## src/rtl/if_stage.sv

```systemverilog
// if_stage: instruction fetch with a single outstanding imem read, one-entry output slot
// and branch/jump redirect that flushes the slot and drops any in-flight response.
module if_stage #(
  parameter int                   WORD_SIZE = 32,
  parameter int                   ADDR_SIZE = 10,
  parameter logic [WORD_SIZE-1:0] RESET_PC  = 32'h0000_0000,
  parameter logic [WORD_SIZE-1:0] NOP_INSTR = 32'h0000_0013
) (
  input  logic                 clk,
  input  logic                 rst,
  input  logic                 redirect,
  input  logic [WORD_SIZE-1:0] redirect_pc,
  output logic                 imem_req,
  output logic [ADDR_SIZE-1:0] imem_addr,
  input  logic                 imem_ready,
  input  logic                 imem_rvalid,
  input  logic [WORD_SIZE-1:0] imem_rdata,
  output logic [WORD_SIZE-1:0] instr,
  output logic [WORD_SIZE-1:0] pc_out,
  output logic                 instr_valid,
  input  logic                 id_ready
);
  typedef enum logic [1:0] {IDLE, REQ, WAIT} state_t;
  state_t               state_q, state_d;
  logic [WORD_SIZE-1:0] pc_q, pc_d, pc_pending_q, pc_pending_d;
  logic [WORD_SIZE-1:0] instr_q, instr_d, pc_out_q, pc_out_d;
  logic                 discard_q, discard_d, valid_q, valid_d;
  logic                 hs, load, unused_ok;
  assign unused_ok   = ^redirect_pc[1:0];
  assign imem_req    = (state_q == REQ) && (!valid_q || id_ready) && !redirect;
  assign imem_addr   = pc_q[ADDR_SIZE+1:2];
  assign hs          = imem_req && imem_ready;
  assign load        = (state_q == WAIT) && imem_rvalid && !discard_q && !redirect;
  assign instr       = instr_q;
  assign pc_out      = pc_out_q;
  assign instr_valid = valid_q;
  always_comb begin
    state_d      = state_q;
    pc_d         = pc_q;
    pc_pending_d = pc_pending_q;
    discard_d    = discard_q;
    instr_d      = instr_q;
    pc_out_d     = pc_out_q;
    valid_d      = valid_q;
    case (state_q)
      IDLE: state_d = REQ;
      REQ: if (hs) begin
        pc_pending_d = pc_q;
        pc_d         = pc_q + WORD_SIZE'(4);
        state_d      = WAIT;
      end
      WAIT: if (imem_rvalid) begin
        discard_d = 1'b0;
        state_d   = REQ;
      end
      default: state_d = IDLE;
    endcase
    if (load) begin
      instr_d  = imem_rdata;
      pc_out_d = pc_pending_q;
      valid_d  = 1'b1;
    end else if (valid_q && id_ready) valid_d = 1'b0;
    // redirect outranks everything; a response still owed in WAIT must be swallowed later
    if (redirect) begin
      pc_d      = {redirect_pc[WORD_SIZE-1:2], 2'b00};
      valid_d   = 1'b0;
      instr_d   = NOP_INSTR;
      discard_d = (state_q == WAIT && !imem_rvalid) ? 1'b1 : discard_d;
    end
  end
  always_ff @(posedge clk) begin
    if (!rst) begin
      state_q      <= IDLE;
      pc_q         <= RESET_PC;
      pc_pending_q <= '0;
      discard_q    <= 1'b0;
      instr_q      <= NOP_INSTR;
      pc_out_q     <= '0;
      valid_q      <= 1'b0;
    end else begin
      state_q      <= state_d;
      pc_q         <= pc_d;
      pc_pending_q <= pc_pending_d;
      discard_q    <= discard_d;
      instr_q      <= instr_d;
      pc_out_q     <= pc_out_d;
      valid_q      <= valid_d;
    end
  end
endmodule

```

## config.mk

```make
export PLATFORM = sky130hd
export DESIGN_NAME = if_stage
export DESIGN_NICKNAME = d
export VERILOG_FILES = /design/src/rtl/if_stage.sv
export SDC_FILE = /design/constraint.sdc
export NUM_CORES = 1
export LEC_CHECK = 0
export CORE_MARGIN = 5
export CORE_UTILIZATION = 45
export CTS_BUF_LIST = sky130_fd_sc_hd__clkbuf_4 sky130_fd_sc_hd__clkbuf_8
export CTS_CLUSTER_DIAMETER = 60
export DETAILED_ROUTE_END_ITERATION = 7
export GPL_TIMING_DRIVEN = 0
export PLACE_DENSITY = 0.85
export SYNTH_ARGS = -nofsm -noshare
export SYNTH_HDL_FRONTEND = slang
export SYNTH_SLANG_ARGS = --single-unit
export TNS_END_PERCENT = 1
```

## constraint.sdc

```tcl
create_clock -name clk -period 2.2 [get_ports clk]
set_clock_uncertainty 0.1 [all_clocks]
set_input_delay 0.66 -clock clk [delete_from_list [all_inputs] [get_ports clk]]
set_output_delay 0.66 -clock clk [all_outputs]
set_load 0.05 [all_outputs]
```

# == After elaboration in Yosys (flattened, before gate mapping) ==
# Index checks and enable logic that the tools add are counted.
# classes
bitwise_logic,1
eq_ne,4
add_sub_neg,1
mux,12
n_reduce_logical,21
# op_table
operator,count
2-to-1 mux 32 bit,3
adder 32 x 3 -> 32 bit (second input constant),1
logical AND 1 bit,8
2-to-1 mux 1 bit,6
one-hot mux 2 bit (3 select lines),1
AND reduction 2 bit,3
nonzero test 2 bit,3
zero test 1 bit,4
2-to-1 mux 2 bit,2
inequality test 2 bit (second input constant),2
== test 2 x 1 -> 1 bit (second input constant),1
== test 2 bit (second input constant),1
zero test 2 bit,1
OR reduction 2 bit,1
logical OR 1 bit,1
NOT 1 bit,1
# totals
out_inout_bits,76
word_cells,47
input_bits,70
reg_bits,132

# == Longest topological paths before layout ==
# Gate-level depths: netlist (run 1).
# logic_depth
ltp_word,8
mapped_depth,8
depth_no_buf,6

# == Least setup slack after synthesis (run 1) ==
# OpenSTA, ideal clock, no wires.
# synth_timing
path_kind,input to output
from,in redirect
to,out imem_req
path_buffers,3
arrival_ps,2254
required_time_ps,1440
path_slack_ps,-814
cell_stages,4
cell_sequence,buf_6 > clkbuf_1 > clkbuf_1 > nor3_1
# synth_via
elab_chain_len,2
# synth_lines
element,line_no,rtl
start: declaration,11,"input logic redirect,"
zero test 1 bit,30,assign imem_req = (state_q == REQ) && (!valid_q || id_ready) && !redirect;
logical AND 1 bit,30,
end: declaration,13,"output logic imem_req,"
# Every way passes these cells.

# == Worst setup path in the final report (run 1) ==
# layout_timing
from,in id_ready
to,out imem_req
# layout_via
elab_chain_len,3
# layout_lines
element,line_no,rtl
start: declaration,21,input logic id_ready
logical OR 1 bit,30,
logical AND 1 bit (2 in a row),30,
# Every way passes these cells.

==> results of run 1 <==
per-layer routing:
metal,vias to the layer above,GRT usage [%],part of all wire [%],wire length [um]
met4,0,7.312,2.1,302
met5,-,0,0,0
met3,26,9.034,12,1731
met1,2307,24.68,41,5962
li1,2590,-,-,-
met2,233,32.96,46,6699
per-stage QoR:
step | setup TNS (ns) | cell area [sq um] | util, % | setup WS, ns | total power [W]
after floorplan | -0.03471 | 5270 | - | -0.03471 | 0.002679
after global placement | -31.24 | 6840 | 59.91 | -1.009 | 0.002896
after detailed placement | -35.55 | 6840 | 59.91 | -0.9987 | 0.002901
after CTS | -0.03010 | 7173 | 62.82 | -0.03010 | 0.005007
after global routing | -0.1060 | 7201 | 63.06 | -0.06383 | 0.005156
final | -0.008377 | 7201 | 63.06 | -0.008377 | 0.004980
worst max-delay path by stage:
stage / startpoint / endpoint / slack, ns / cells after the start
2_1_floorplan: redirect / imem_req / -0.03 / 4
3_3_place_gp: id_ready / imem_req / -1.01 / 5
3_5_place_dp: id_ready / imem_req / -1.0 / 5
4_1_cts: id_ready / imem_req / -0.03 / 5
5_1_grt: id_ready / imem_req / -0.06 / 5
6_report: id_ready / imem_req / -0.008 / 5
power breakdown:
part / total, W / leakage, nW / internal (W) / switching (W)
combinational: 0.000464 / 1.62 / 0.000217 / 0.000247
clock: 0.00213 / 0.212 / 0.00123 / 0.000898
sequential: 0.00239 / 1.02 / 0.00233 / 0.0000604
logic make-up after synthesis:
| group | synth area share [%] |
|---|---|
| flip-flops | 48.22 |
| XOR/XNOR | 1.507 |
| buffers and inverters | 5.740 |
| other | 0.07168 |
| multiplexers | 0.2152 |
| AO/OA/AOI/OAI | 17.94 |
| AND/OR/NAND/NOR | 26.07 |
| adder cells (fa/ha/maj) | 0.2391 |
registers in the layout (all words and copies together) (netlist names):
signal	cells
pc_out	30
instr_valid	1
state_q	2
instr	32
pc_pending_q	30
discard_q	1
pc_q	30
cell usage after synthesis (3+ instances only):
library cell | number | area (sq um)
o21ai_0 | 13 | 65.06
a2bb2oi_1 | 3 | 26.28
a21oi_1 | 115 | 575.6
and4_1 | 3 | 26.28
nor4_1 | 3 | 18.77
dfxtp_1 | 126 | 2522
nor2_1 | 25 | 93.84
a31oi_1 | 10 | 62.56
a22oi_1 | 4 | 30.03
a32oi_1 | 3 | 26.28
nand2_1 | 205 | 769.5
buf_4 | 12 | 90.09
inv_1 | 6 | 22.52
nand3_1 | 18 | 90.09
xor2_1 | 9 | 78.83
nor3_1 | 3 | 15.01
and3_1 | 5 | 31.28
buf_1 | 3 | 11.26
buf_2 | 6 | 30.03
nand4_1 | 12 | 75.07
o22ai_1 | 7 | 43.79
nand2b_1 | 3 | 18.77
and2_1 | 9 | 56.30
clkbuf_1 | 34 | 127.6
area by class of cell:
class                      instances  area (sq um)  share of cell area, %
clock inverter                    10         136.4                  1.894
multi-input combinational        480          2449                  34.01
sequential                       126          2522                  35.03
clock buffer                      22         290.3                  4.031
buffer                            56         305.3                  4.240
inverter                           8         30.03                 0.4170
tap                              143         178.9                  2.485
timing repair buffer             139          1289                  17.90
worst max-delay path, cell delays in order:
cell and delay [ns]:
clkdlybuf4s15_1 0.20, nand2b_4 0.14, nand2_1 0.08, nor3_4 0.18, buf_6 0.18
timing repair:
item                       CTS  global route
buffers inserted             0             0
setup endpoints to repair   75            59
gates resized for setup     93            16
pin swaps                    0             1
hold buffers                 0             0
==> results.yml, run 1 <==
status:
  outcome: "finished with violations"
  violations: "setup timing"
floorplanning:
  ioPinCount: 146
  core_sq_um: 11420
  fp.dieW_um: 117.8
  dieArea_sq_um: 13880
  initial_utilization_pct: 45.81
  placementRows: 39
  die_height_um: 117.8
final_layout:
  layout_common_cells: "nand2_1, dfxtp_1, a21oi_1"
  final_cell_count_no_fill: 984
  antenna_cells: 0
  final_common_cell: "nand2_1"
  drive_gt1_share_pct: 10.11
  nNetsFinal: 899
  area_growth_pct: 37.65
  fill_cells: 1068
sta:
  timing.fmax_ghz: 0.4528
  rsz0062_at_grt: "true"
  drv_slew: 0
  period_needed_ns: 2.208
  final.setup.worst_slack_ns: -0.008377
  tightest_slew_ns: 0.6204
  min_period_over_period_pct: 100.4
  hold_viol: 0
  holdWs_ns: 0.3379
  relSlewSlack_pct: 58.64
  setup_viol: 1
clocking:
  cts_buffers: 17
  clock_sinks: 126
  clkTransAtPathRegs_ns: 0.08
  tritoncts: "done"
  h-tree-depth: 4
  cts-root-buf: "clkbuf_8"
  clkLatencyLatePin_ns: 0.44
  clk_path_buf_depth: 2
grt:
  gr-total-overflow: 0
  grt_usage_pct: 20.63
  grt_max_degree: 17
  grt_pass1_vias: 4830
  antenna_found_initial: 0
  grt_first_pass_wirelength_um: 23630
synthesis:
  avgSynthCellArea_sq_um: 7.820
  yosys_most_used_dff: "dfxtp_1"
  netlist_instances: 669
  yosys_warnings: 0
  ys_types: 47
  synth_seq_cells: 126
  async_flop_share_pct: 0
  synth-edff-count: 0
  synth_seq_area_share_pct: 48.22
  netlist_area_sq_um: 5231
placed_design:
  io_buffers: 139
  hpwlAfterDp_um: 11030
  routabilityCongestion: 0.9066
  dp.cells: 952
power_and_ir_drop:
  p_leak_nw: 2.852
  ir_drop_v: 0.0004447
  power_density_nw_per_um2: 691.6
worst_hold_path:
  hp-start: "pc_pending_q[24]"
  hold_path_depth: 2
  min_to: "pc_out[24]"
  hp-class: "reg -> reg"
drt:
  wirelength_um: 14700
  dr.first_iter.drc_count: 367
  drcViolationCount: 0
  via_per_inst: 5.240
  post_drt_wl_per_cell_um: 14.93
  num_vias: 5156
  ant_nets: 0
  first_pass_iters: 5
run:
  drv_cap: 0
setup_path:
  critPathArrivalTime_ns: 1.45
  worstPathRequired_ns: 1.44
  setup.worst_path.class: "in -> out"
  r2r_start: "pc_q[2]"
  worstReg2RegEnd: "pc_q[23]"
  startpoint_type: "input port"
  path_max_fanout: 3
  rr_worst_depth: 5
  critical_path.endpoint_type: "output pin"
  r2r_slack_ns: 0.11
Power figures use the tool's default switching activity.
==> run 2: changes to the inputs <==
- CTS_CLUSTER_SIZE: default -> 16
==> results of run 2 <==
Final layout, timing and power as in run 1 (identical DEF).
==> run 3: changes to the inputs <==
- clock period: 2.2 -> 1.9 ns (I/O delays scaled with it)
==> run 3 against run 2 <==
The run still ends with setup timing left. Cell count up 0.20%. Combinational power grew 19%. Core utilization rose by 2.1 points. First-iteration DRC count is 4.1% higher. Global-route usage increased by 0.24 points. Sequential cell count did not move. Critical path depth is 1 higher. Critical path type is now in -> reg. Largest power group unchanged.
==> results.yml, run 3 (synthesis gave the netlist of run 1 again) <==
grt:
  grt_first_pass_wirelength_um: 23870
  gr-total-overflow: 0
  antenna_found_initial: 0
  grt_usage_pct: 20.87
  grt_max_degree: 17
  grt_pass1_vias: 4879
worst_hold_path:
  hp-class: "reg -> reg"
  hp-start: "pc_pending_q[24]"
  hold_path_depth: 2
  min_to: "pc_out[24]"
floorplanning:
  dieArea_sq_um: 13880
  placementRows: 39
  fp.dieW_um: 117.8
  initial_utilization_pct: 45.81
  die_height_um: 117.8
  ioPinCount: 146
  core_sq_um: 11420
final_layout:
  area_growth_pct: 42.26
  layout_common_cells: "nand2_1, a21oi_1, dfxtp_1"
  final_core_util_pct: 65.18
  drive_gt1_share_pct: 21.12
  final_common_cell: "nand2_1"
  antenna_cells: 0
  nNetsFinal: 901
  largest_reg_flops: 32
  final_area_sq_um: 7442
setup_path:
  path_max_fanout: 5
  critPathArrivalTime_ns: 2.22
  startpoint_type: "input port"
  r2r_slack_ns: -0.04
  critical_path.endpoint_type: "flop"
  rr_worst_depth: 6
  setup.worst_path.class: "in -> reg"
  worstPathRequired_ns: 2.16
  r2r_start: "pc_q[6]"
  worstReg2RegEnd: "pc_q[17]"
clocking:
  tritoncts: "done"
  cts-root-buf: "clkbuf_8"
  clock_sinks: 126
  clkLatencyLatePin_ns: 0.44
  clk_path_buf_depth: 2
  cts_buffers: 17
  hold_buffers: 0
  h-tree-depth: 4
  clkTransAtPathRegs_ns: 0.08
power_and_ir_drop:
  swShare_pct: 24.09
  ir_drop_v: 0.0005163
  pwr-share-clk_pct: 42.6
  seq_power_share_pct: 47.9
  p_total_w: 0.005774
  pwr-share-comb_pct: 9.5
  p_leak_nw: 2.642
  p_int_w: 0.004383
  p_sw_w: 0.001391
  power_density_nw_per_um2: 775.9
status:
  outcome: "finished with violations"
  violations: "setup timing"
sta:
  tightest_slew_ns: 0.6101
  rsz0062_at_grt: "true"
  min_period_over_period_pct: 103.4
  period_needed_ns: 1.965
  relSlewSlack_pct: 59.33
  final.setup.worst_slack_ns: -0.06474
  tns_ns: -0.1456
  setup_viol: 7
  timing.fmax_ghz: 0.5090
  hold_viol: 0
  drv_slew: 0
run:
  drv_cap: 0
drt:
  wl_met1_um: 5903
  ant_nets: 0
  met2WireLength_um: 6768
  wl_met3_um: 1834
  post_drt_wl_per_cell_um: 15.01
  dr.first_iter.drc_count: 382
  drcViolationCount: 0
  via_per_inst: 5.235
  first_pass_iters: 5
  wirelength_um: 14800
  routed.top_layer: "met4"
  num_vias: 5162
placed_design:
  io_buffers: 139
  hpwlAfterDp_um: 11030
  place_area_sq_um: 6840
  routabilityCongestion: 0.9066
-- run 3: layout make-up --
class | count | area [sq um]
well taps | 143 | 178.9
clock inverters | 10 | 136.4
clock buffers | 22 | 290.3
flip-flops and latches | 126 | 2549
fillers | 1007 | 3976
plain buffers | 56 | 344.1
multi-input cells | 480 | 2470
inverters | 8 | 30.03
repair buffers | 141 | 1444
-- run 3: critical path: stages --
cell and delay [ns]:
clkdlybuf4s50_1 0.51, nand4bb_4 0.16, nor4_4 0.30, nand4_2 0.20, or3_1 0.34, a31oi_1 0.15
-- run 3: worst max-delay path by stage --
stage	slack, ns	depth (start not counted)	startpoint	to
final	-0.06	6	imem_ready	pc_q[17]
after floorplan	-0.15	4	redirect	imem_req
after global routing	-0.12	6	pc_q[6]	pc_q[17]
after detailed placement	-1.12	5	id_ready	imem_req
after CTS	-0.17	1	instr_valid	instr_valid
after global placement	-1.13	5	id_ready	imem_req
-- run 3: power by group through the flow --
| stage | Clock (W) | Combinational, W | Sequential (W) |
|---|---|---|---|
| after floorplan | 0 | 0.000290 | 0.00281 |
| after global placement | 0 | 0.000533 | 0.00282 |
| after detailed placement | 0 | 0.000537 | 0.00282 |
| after CTS | 0.00250 | 0.000539 | 0.00276 |
| after global routing | 0.00262 | 0.000591 | 0.00277 |
| final | 0.00246 | 0.000551 | 0.00277 |
-- run 3: stage by stage --
step	instances	hold WS [ns]	setup slack (ns)
detailed placement	952	0.3457	-1.119
global route	986	0.3684	-0.1229
global placement	952	0.3387	-1.129
floorplan	670	0.3322	-0.1547
CTS	985	0.3513	-0.1677
finish	986	0.3473	-0.06474
-- run 3: metal layers --
metal	vias up	track usage (%)
li1	2588	-
met2	250	33.52
met4	0	7.384
met1	2300	24.77
met3	24	9.226
met5	-	0
-- run 3: what timing repair did --
item,4_1_cts,5_1_grt
buffers inserted,1,1
pin swaps,2,7
endpoints found under the setup margin,180,122
resized for setup,260,49
